$ cat src/rtl/pc_unit_pkg.sv
// Shared fetch-stage constants and types for the PC unit.
// Holds the reset, exception-entry and instruction-memory window addresses.
// The CP0 and IM models use the same values, so the addresses stay consistent.
// Also defines the next-PC select encoding.
package pc_unit_pkg;

   localparam int unsigned PC_WIDTH       = 32;
   localparam logic [31:0] RESET_ADDR_DEF = 32'h0000_3000;
   localparam logic [31:0] EXC_ENTRY_DEF  = 32'h0000_4180;
   localparam logic [31:0] IM_BASE_DEF    = 32'h0000_3000;
   localparam logic [31:0] IM_BYTES_DEF   = 32'h0000_4000;

   // Next-PC source, listed in priority order
   typedef enum logic [2:0] {
      SEL_EXC   = 3'd0,
      SEL_ERET  = 3'd1,
      SEL_HOLD  = 3'd2,
      SEL_SLOT  = 3'd3,
      SEL_REDIR = 3'd4,
      SEL_SEQ   = 3'd5
   } npc_sel_e;

endpackage

$ cat src/rtl/pc_unit_if.sv
// Fetch-control bundle between the pipeline control logic and the PC unit.
// master : pipeline control. It drives stall, redirect, exception and eret requests,
//          and observes PC, PC_plus4, F_adel and redir_pend.
// slave  : the PC unit, which drives PC, PC_plus4, F_adel and redir_pend.
interface pc_unit_if #(
   parameter int unsigned WIDTH = 32
);
   logic             stall;
   logic             redir_en;
   logic [WIDTH-1:0] redir_pc;
   logic             exc_req;
   logic             eret_req;
   logic [WIDTH-1:0] epc;
   logic [WIDTH-1:0] PC;
   logic [WIDTH-1:0] PC_plus4;
   logic             F_adel;
   logic             redir_pend;

   modport master (
      output stall, redir_en, redir_pc, exc_req, eret_req, epc,
      input  PC, PC_plus4, F_adel, redir_pend
   );

   modport slave (
      input  stall, redir_en, redir_pc, exc_req, eret_req, epc,
      output PC, PC_plus4, F_adel, redir_pend
   );
endinterface

$ cat src/rtl/pc_redir_slot.sv
// One-entry redirect holding register (valid flag plus target address).
// Ports:
//   clk, reset   clock and synchronous active-high reset
//   load         capture load_target and set valid; a newer target overwrites the old one
//   clear        drop the entry; load wins if both load and clear are high
//   load_target  redirect target to store
//   valid        entry occupied
//   target       stored target
module pc_redir_slot #(
   parameter int unsigned WIDTH = 32
) (
   input  logic             clk,
   input  logic             reset,
   input  logic             load,
   input  logic             clear,
   input  logic [WIDTH-1:0] load_target,
   output logic             valid,
   output logic [WIDTH-1:0] target
);

   // Slot state
   always_ff @(posedge clk) begin
      if (reset) begin
         valid  <= 1'b0;
         target <= '0;
      end else if (load) begin
         valid  <= 1'b1;
         target <= load_target;
      end else if (clear) begin
         valid  <= 1'b0;
      end
   end

endmodule

$ cat src/rtl/pc_unit.sv
// Fetch-stage program counter for the pipelined MIPS core.
// Picks the next PC from these sources: exception entry, eret, stall hold,
// the pending redirect, a live redirect, and PC+4.
// Ports:
//   Clk    clock; all state changes on the rising edge
//   Reset  synchronous, active-high; loads RESET_ADDR and empties the redirect slot
//   bus    pc_unit_if.slave, carrying these signals:
//          stall, redir_en/redir_pc, exc_req, eret_req/epc  (inputs)
//          PC, PC_plus4, F_adel, redir_pend                  (outputs)
module pc_unit
   import pc_unit_pkg::*;
#(
   parameter int unsigned     WIDTH      = PC_WIDTH,
   parameter logic [WIDTH-1:0] RESET_ADDR = WIDTH'(RESET_ADDR_DEF),
   parameter logic [WIDTH-1:0] EXC_ENTRY  = WIDTH'(EXC_ENTRY_DEF),
   parameter logic [WIDTH-1:0] IM_BASE    = WIDTH'(IM_BASE_DEF),
   parameter logic [WIDTH:0]   IM_BYTES   = (WIDTH+1)'(IM_BYTES_DEF)
) (
   input  logic      Clk,
   input  logic      Reset,
   pc_unit_if.slave  bus
);

   logic [WIDTH-1:0] pc_q;
   logic [WIDTH-1:0] pc_d;
   logic [WIDTH-1:0] pc_plus4;
   logic [WIDTH-1:0] slot_target;
   logic             slot_valid;
   logic             slot_load;
   logic             slot_clear;
   logic [WIDTH:0]   win_end;
   npc_sel_e         sel;

   // Redirect slot: holds a redirect that arrives while the PC is stalled
   pc_redir_slot #(.WIDTH(WIDTH)) u_slot (
      .clk         (Clk),
      .reset       (Reset),
      .load        (slot_load),
      .clear       (slot_clear),
      .load_target (bus.redir_pc),
      .valid       (slot_valid),
      .target      (slot_target)
   );

   // Next-PC source select and slot control, in priority order
   always_comb begin
      sel        = SEL_SEQ;
      slot_load  = 1'b0;
      slot_clear = 1'b0;
      if (bus.exc_req) begin
         sel        = SEL_EXC;
         slot_clear = 1'b1;
      end else if (bus.eret_req) begin
         sel        = SEL_ERET;
         slot_clear = 1'b1;
      end else if (bus.stall) begin
         sel        = SEL_HOLD;
         slot_load  = bus.redir_en;
      end else if (slot_valid) begin
         // A redirect arriving in the same cycle is newer than the stored one
         sel        = bus.redir_en ? SEL_REDIR : SEL_SLOT;
         slot_clear = 1'b1;
      end else if (bus.redir_en) begin
         sel        = SEL_REDIR;
      end
   end

   // Next-PC mux
   always_comb begin
      pc_d = pc_plus4;
      case (sel)
         SEL_EXC:   pc_d = EXC_ENTRY;
         SEL_ERET:  pc_d = bus.epc;
         SEL_HOLD:  pc_d = pc_q;
         SEL_SLOT:  pc_d = slot_target;
         SEL_REDIR: pc_d = bus.redir_pc;
         default:   pc_d = pc_plus4;
      endcase
   end

   // PC register
   always_ff @(posedge Clk) begin
      if (Reset) pc_q <= RESET_ADDR;
      else       pc_q <= pc_d;
   end

   // PC+4 wraps modulo 2^WIDTH
   assign pc_plus4 = pc_q + WIDTH'(4);

   // The window end is one bit wider so that base+size = 2^WIDTH does not overflow
   assign win_end = {1'b0, IM_BASE} + IM_BYTES;

   assign bus.PC         = pc_q;
   assign bus.PC_plus4   = pc_plus4;
   assign bus.redir_pend = slot_valid;
   assign bus.F_adel     = (|pc_q[1:0]) | (pc_q < IM_BASE) | ({1'b0, pc_q} >= win_end);

endmodule

$ cat src/flat_wrapper.sv
// flat-port wrapper written by rule: the top's interface ports become plain ports
module pc_unit_flat import pc_unit_pkg::*;
#(
   parameter int unsigned     WIDTH      = PC_WIDTH,
   parameter logic [WIDTH-1:0] RESET_ADDR = WIDTH'(RESET_ADDR_DEF),
   parameter logic [WIDTH-1:0] EXC_ENTRY  = WIDTH'(EXC_ENTRY_DEF),
   parameter logic [WIDTH-1:0] IM_BASE    = WIDTH'(IM_BASE_DEF),
   parameter logic [WIDTH:0]   IM_BYTES   = (WIDTH+1)'(IM_BYTES_DEF)
)
  (Clk, Reset, bus_stall, bus_redir_en, bus_redir_pc, bus_exc_req, bus_eret_req, bus_epc, bus_PC, bus_PC_plus4, bus_F_adel, bus_redir_pend);
  pc_unit_if #(.WIDTH(WIDTH)) bus_i ();
  input  logic Clk;
  input  logic Reset;
  input wire logic [$bits(bus_i.stall)-1:0] bus_stall;
  input wire logic [$bits(bus_i.redir_en)-1:0] bus_redir_en;
  input wire logic [$bits(bus_i.redir_pc)-1:0] bus_redir_pc;
  input wire logic [$bits(bus_i.exc_req)-1:0] bus_exc_req;
  input wire logic [$bits(bus_i.eret_req)-1:0] bus_eret_req;
  input wire logic [$bits(bus_i.epc)-1:0] bus_epc;
  output wire logic [$bits(bus_i.PC)-1:0] bus_PC;
  output wire logic [$bits(bus_i.PC_plus4)-1:0] bus_PC_plus4;
  output wire logic [$bits(bus_i.F_adel)-1:0] bus_F_adel;
  output wire logic [$bits(bus_i.redir_pend)-1:0] bus_redir_pend;
  assign bus_i.stall = bus_stall;
  assign bus_i.redir_en = bus_redir_en;
  assign bus_i.redir_pc = bus_redir_pc;
  assign bus_i.exc_req = bus_exc_req;
  assign bus_i.eret_req = bus_eret_req;
  assign bus_i.epc = bus_epc;
  assign bus_PC = bus_i.PC;
  assign bus_PC_plus4 = bus_i.PC_plus4;
  assign bus_F_adel = bus_i.F_adel;
  assign bus_redir_pend = bus_i.redir_pend;
  pc_unit #(.WIDTH(WIDTH), .RESET_ADDR(RESET_ADDR), .EXC_ENTRY(EXC_ENTRY), .IM_BASE(IM_BASE), .IM_BYTES(IM_BYTES)) u_core (.Clk(Clk), .Reset(Reset), .bus(bus_i));
endmodule
$ cat config.mk
export PLATFORM = sky130hd
export DESIGN_NAME = pc_unit_flat
export DESIGN_NICKNAME = d
export VERILOG_FILES = /design/src/rtl/pc_unit_pkg.sv /design/src/rtl/pc_unit_if.sv /design/src/rtl/pc_redir_slot.sv /design/src/rtl/pc_unit.sv /design/src/flat_wrapper.sv
export SDC_FILE = /design/constraint.sdc
export NUM_CORES = 1
export LEC_CHECK = 0
export CAP_MARGIN = 20
export CORE_MARGIN = 8
export CORE_UTILIZATION = 40
export DETAILED_ROUTE_END_ITERATION = 10
export PLACE_DENSITY = 0.84
export SKIP_CTS_REPAIR_TIMING = 1
export SLEW_MARGIN = 20
export SYNTH_ARGS = -nofsm -noshare
export SYNTH_HDL_FRONTEND = slang
export SYNTH_HIERARCHICAL = 1
export SYNTH_SLANG_ARGS = --single-unit
$ cat constraint.sdc
create_clock -name Clk -period 5.45 [get_ports Clk]
set_clock_uncertainty 0.15 [all_clocks]
set_input_delay 1.3625 -clock Clk [delete_from_list [all_inputs] [get_ports Clk]]
set_output_delay 1.3625 -clock Clk [all_outputs]
set_load 0.03 [all_outputs]
======== Word-level counts from Yosys, hierarchy flattened ========
Cells that the tools add are included.
operators by class
  add/subtract/negate cells ............... 1
  $lt $le $gt $ge ......................... 2
  equality and inequality tests ........... 4
  multiplexer cells ....................... 16
  bitwise logic cells ..................... 2
  reductions and logical operators ........ 3
operator list
  operator                                                              number
  one-hot mux 32 bit (5 select lines)                                   1
  adder 32 x 3 -> 32 bit (second input constant)                        1
  greater-or-equal comparator 32 x 15 -> 1 bit (second input constant)  1
  less-than comparator 32 x 14 -> 1 bit (second input constant)         1
  two-way mux 3 bit                                                     5
  two-way mux 1 bit                                                     10
  equality test 3 x 2 -> 1 bit (second input constant)                  2
  equality test 3 x 1 -> 1 bit (second input constant)                  1
  equality test 3 bit (second input constant)                           1
  zero test 3 bit                                                       1
  OR 1 bit                                                              2
  nonzero test 2 bit                                                    1
  OR reduction 2 bit                                                    1
storage, ports and cells
  register bits after elaboration ......... 65
  logic and storage cells ................. 31

======== Depth between registers and ports, before layout ========
  word-level depth ........................ 7
  mapped depth ............................ 9
  mapped depth without buffers ............ 6

======== Hierarchy ========
The synthesis kept the hierarchy.
by module, submodules not included
  module         times used  cells an instance  area each (sq um)  sequential area each (sq um)
  pc_unit        1           388                2792.7             640.6
  pc_redir_slot  1           108                1204.9             660.6

======== Worst setup path after synthesis ========
No wires, ideal clock.
  kind .................................... register to output
  from .................................... reg u_core.pc_q[2] (netlist: u_core/bus.PC[2])
  to ...................................... out bus_PC_plus4[28]
  arrival ................................. 2.156 ns
  data required time ...................... 3.938 ns
  path slack .............................. 1.782 ns
  stages on the path, launching flop included .. 7
  path buffers ............................ 1
  path through ............................ dfxtp_1 > ha_1 > and2_1 > nand4_1 > clkbuf_1 > nor3_1 > xor2_1
between the ends
  word-level cells in the longest chain between the ends .. 1
RTL lines
  what                      line                source
  start: declaration        pc_unit.sv:24       logic [WIDTH-1:0] pc_q;
  start signal: assignment  pc_unit.sv:84       else pc_q <= pc_d;
  adder 32 x 3 -> 32 bit    pc_unit.sv:88       assign pc_plus4 = pc_q + WIDTH'(4);
  end: declaration          flat_wrapper.sv:21  output wire logic [$bits(bus_i.PC_plus4)-1:0] bus_PC_plus4;
No other way between the ends.

======== Worst setup path after layout ========
  from .................................... reg u_core.pc_q[2] (netlist: u_core/bus.PC[2])
  to ...................................... out bus_PC_plus4[22]
The elaborated chain is that of the path after synthesis.

==> impl_metrics.py <==
metrics = {
    "sta": {
        "min_period_ns": 4.523,
        "fmax_ghz": 0.2211,
        "relSlewSlack": 0.2566,
        "rsz0062_at_grt": "no",
        "period_share": 0.8299,
        "hold_violations": 0,
        "slew_viol_final": 0,
        "setup_tns_ns": 0,
        "setup_viol": 0,
        "tightestPinTransition_ns": 1.107,
    },
    "synth": {
        "synth_warnings": 6,
        "ys_seq_elements": 65,
        "synth-edff-count": 0,
        "synthMuxAreaShare": 0.08013,
        "synth-adder-area-share": 0.006260,
        "ys_seq_area_frac": 0.3255,
        "synth_cell_type_count": 59,
        "synth_top_family_by_area": "compound AO/OA/AOI/OAI gates",
        "syn_area_um2": 3998,
        "async_flop_share": 0,
        "synth_compound_area_frac": 0.2263,
        "synthFlopType": "dfxtp_1",
        "synth_xor_area_frac": 0.06135,
        "netlist_instances": 496,
        "syn_avg_cell_area_um2": 8.060,
        "syn_nets": 568,
        "synthSimpleGateAreaFrac": 0.2213,
    },
    "cts": {
        "htreeDepth": 3,
        "clkTransAtPathRegs_ns": 0.07,
        "cts_tree": "yes",
        "cts_buffer_depth": 2,
        "clkLatencyLatePin_ns": 0.35,
        "cts_root_buffer": "clkbuf_8",
        "numCtsBuffers": 9,
        "clkSinkCount": 65,
    },
    "route": {
        "drt-total-wl_um": 14490,
        "drt_iter0_drc": 448,
        "drc": 0,
        "antenna_left": 0,
        "dr_total_vias": 4334,
        "post_drt_wl_per_cell_um": 19.37,
        "drt-pass1-iter-count": 5,
        "vias_per_cell": 5.794,
    },
    "job": {
        "maxCapViolations": 0,
    },
    "pwr": {
        "peakVddDrop_v": 0.0001204,
        "power.density_nw_per_um2": 230.5,
        "p_leak_nw": 2.020,
    },
    "grt": {
        "grt_first_pass_wirelength_um": 22200,
        "grt_pass1_vias": 4188,
        "antenna_found_initial": 1,
        "grt.total_usage": 0.2097,
        "gr-total-overflow": 0,
        "grt_max_degree": 37,
    },
    "die": {
        "die-area_um2": 13450,
        "die_h_um": 116.0,
        "die_w_um": 116.0,
        "pin_count": 136,
        "core_um2": 9729,
        "start_util": 0.4109,
        "rows": 36,
    },
    "layout": {
        "fin_nets": 681,
        "utilization": 0.5712,
        "drive_gt1_frac": 0.05375,
        "area_growth_pct": 39.03,
    },
    "run_status": {
        "status": "finished, final reports clean",
    },
    "worst_setup_path": {
        "cp.arrival_ns": 3.01,
        "start_kind": "flop",
        "cp.required_ns": 3.94,
        "worstSetupEndpointType": "primary output",
        "critPathMaxFanout": 13,
        "path_class": "reg2out",
    },
    "placed_design": {
        "port-buffer-count": 135,
        "dp_hpwl_um": 10870,
        "gp_congestion": 0.9507,
    },
    "min_path": {
        "min_path_type": "reg2reg",
    },
}
## cell usage in the layout (no fill, tap or decap), types with 6 or more instances in the layout
| master | count |
|---|---|
| nor2_1 | 68 |
| nor2b_1 | 6 |
| nand3_1 | 10 |
| nor3_1 | 14 |
| nand2_1 | 27 |
| nand4_1 | 9 |
| a22oi_1 | 9 |
| dfxtp_1 | 65 |
| buf_4 | 9 |
| clkdlybuf4s50_1 | 134 |
| a211oi_1 | 7 |
| clkbuf_8 | 12 |
| nor4_1 | 16 |
| a21oi_1 | 35 |
| o21ai_0 | 21 |
| xor2_1 | 12 |
| xnor2_1 | 16 |
| mux2i_1 | 32 |
| a221oi_1 | 9 |
| inv_1 | 21 |
## registers in the layout, summed over array words and instances (netlist names)
name and flops:
u_core/bus.PC 32, u_core/u_slot/valid 1, u_core/u_slot/target 32
## cell usage after synthesis, drive strengths merged (2+ instances only)
cell type  number  share of area
o21a            5         0.0094
a211oi          8          0.016
o2bb2ai         2         0.0044
nor4           16          0.025
and2            4         0.0063
a222oi          2         0.0050
ha              2         0.0063
nand4          10          0.019
xor2           12          0.026
a21o            2         0.0038
a311oi          3         0.0066
a211o           2         0.0044
nor4b           2         0.0059
clkbuf         25          0.023
nor2b           6         0.0094
xnor2          16          0.035
a21oi          35          0.044
inv            21          0.020
buf            17          0.036
a2111oi         5          0.011
a221oi          9          0.020
dfxtp          65           0.33
mux2i          32          0.080
o211a           5          0.013
a221o           5          0.013
nand3          10          0.013
a22oi           9          0.017
and3            5         0.0078
a31oi           2         0.0031
nand2b          4         0.0063
nor2           69          0.065
and4            4         0.0088
nand2          27          0.025
o31ai           2         0.0038
o21ai          21          0.026
o22ai           4         0.0063
nor3           14          0.018
## metrics by stage
| step | cells | setup WS [ns] | power [mW] | hold slack (ns) | instance area (µm²) |
|---|---|---|---|---|---|
| after floorplan | 496 | 1.782 | 0.7021 | 0.2857 | 3998 |
| after global placement | 731 | 1.399 | 0.8477 | 0.2917 | 5348 |
| after detailed placement | 731 | 1.325 | 0.8525 | 0.3047 | 5348 |
| after CTS | 747 | 0.9406 | 1.279 | 0.3058 | 5555 |
| after global routing | 748 | 0.7853 | 1.327 | 0.3290 | 5558 |
| final | 748 | 0.9272 | 1.281 | 0.3037 | 5558 |
## path summary, 6_finish.rpt
| kind | start | to | slack, ns | cells past startpoint |
|---|---|---|---|---|
| max | u_core/bus.PC[2] | bus_PC_plus4[22] | 0.93 | 7 |
| min | u_core/u_slot/target[1] | u_core/bus.PC[1] | 0.30 | 2 |
| max reg2reg | u_core/bus.PC[2] | u_core/bus.PC[22] | 3.10 | 7 |
| min reg2reg | u_core/u_slot/target[1] | u_core/bus.PC[1] | 0.30 | 2 |
## cell type report
cell class	count	area, µm²
fillers	885	4172
multi-input cells	368	2387
repair buffers	144	1414
flip-flops and latches	65	1301
clock buffers	14	172.7
well taps	133	166.4
inverters	21	78.83
clock inverters	2	35.03
diodes	1	2.502
## worst max-delay path, cell delays in order (launching register included)
cell,delay (ns)
dfxtp_1,0.46
ha_1,0.29
and2_1,0.21
nand4_1,0.11
buf_4,0.21
nor4_1,0.46
xor2_1,0.21
clkdlybuf4s50_1,0.70
## logic make-up after synthesis
group           after synthesis
compound gates              130
mux                          32
flops                        65
xor+xnor                     28
simple gates                176
fa+ha+maj                     2
buf+inv                      63
## routing by layer
metal	wire length (µm)	share of wire	GRT usage	up-vias
met5	0	0	0	-
met4	302	0.021	0.06482	0
met3	1679	0.12	0.07921	28
met2	6625	0.46	0.3245	241
met1	5878	0.41	0.2631	2025
li1	-	-	-	2040
## power by group
| group | switching, mW | internal (mW) | total (mW) |
|---|---|---|---|
| clock network | 0.186 | 0.249 | 0.435 |
| registers | 0.0305 | 0.495 | 0.526 |
| logic | 0.175 | 0.146 | 0.320 |
| total | 0.391 | 0.890 | 1.28 |
(Power assumes the default switching activity.)
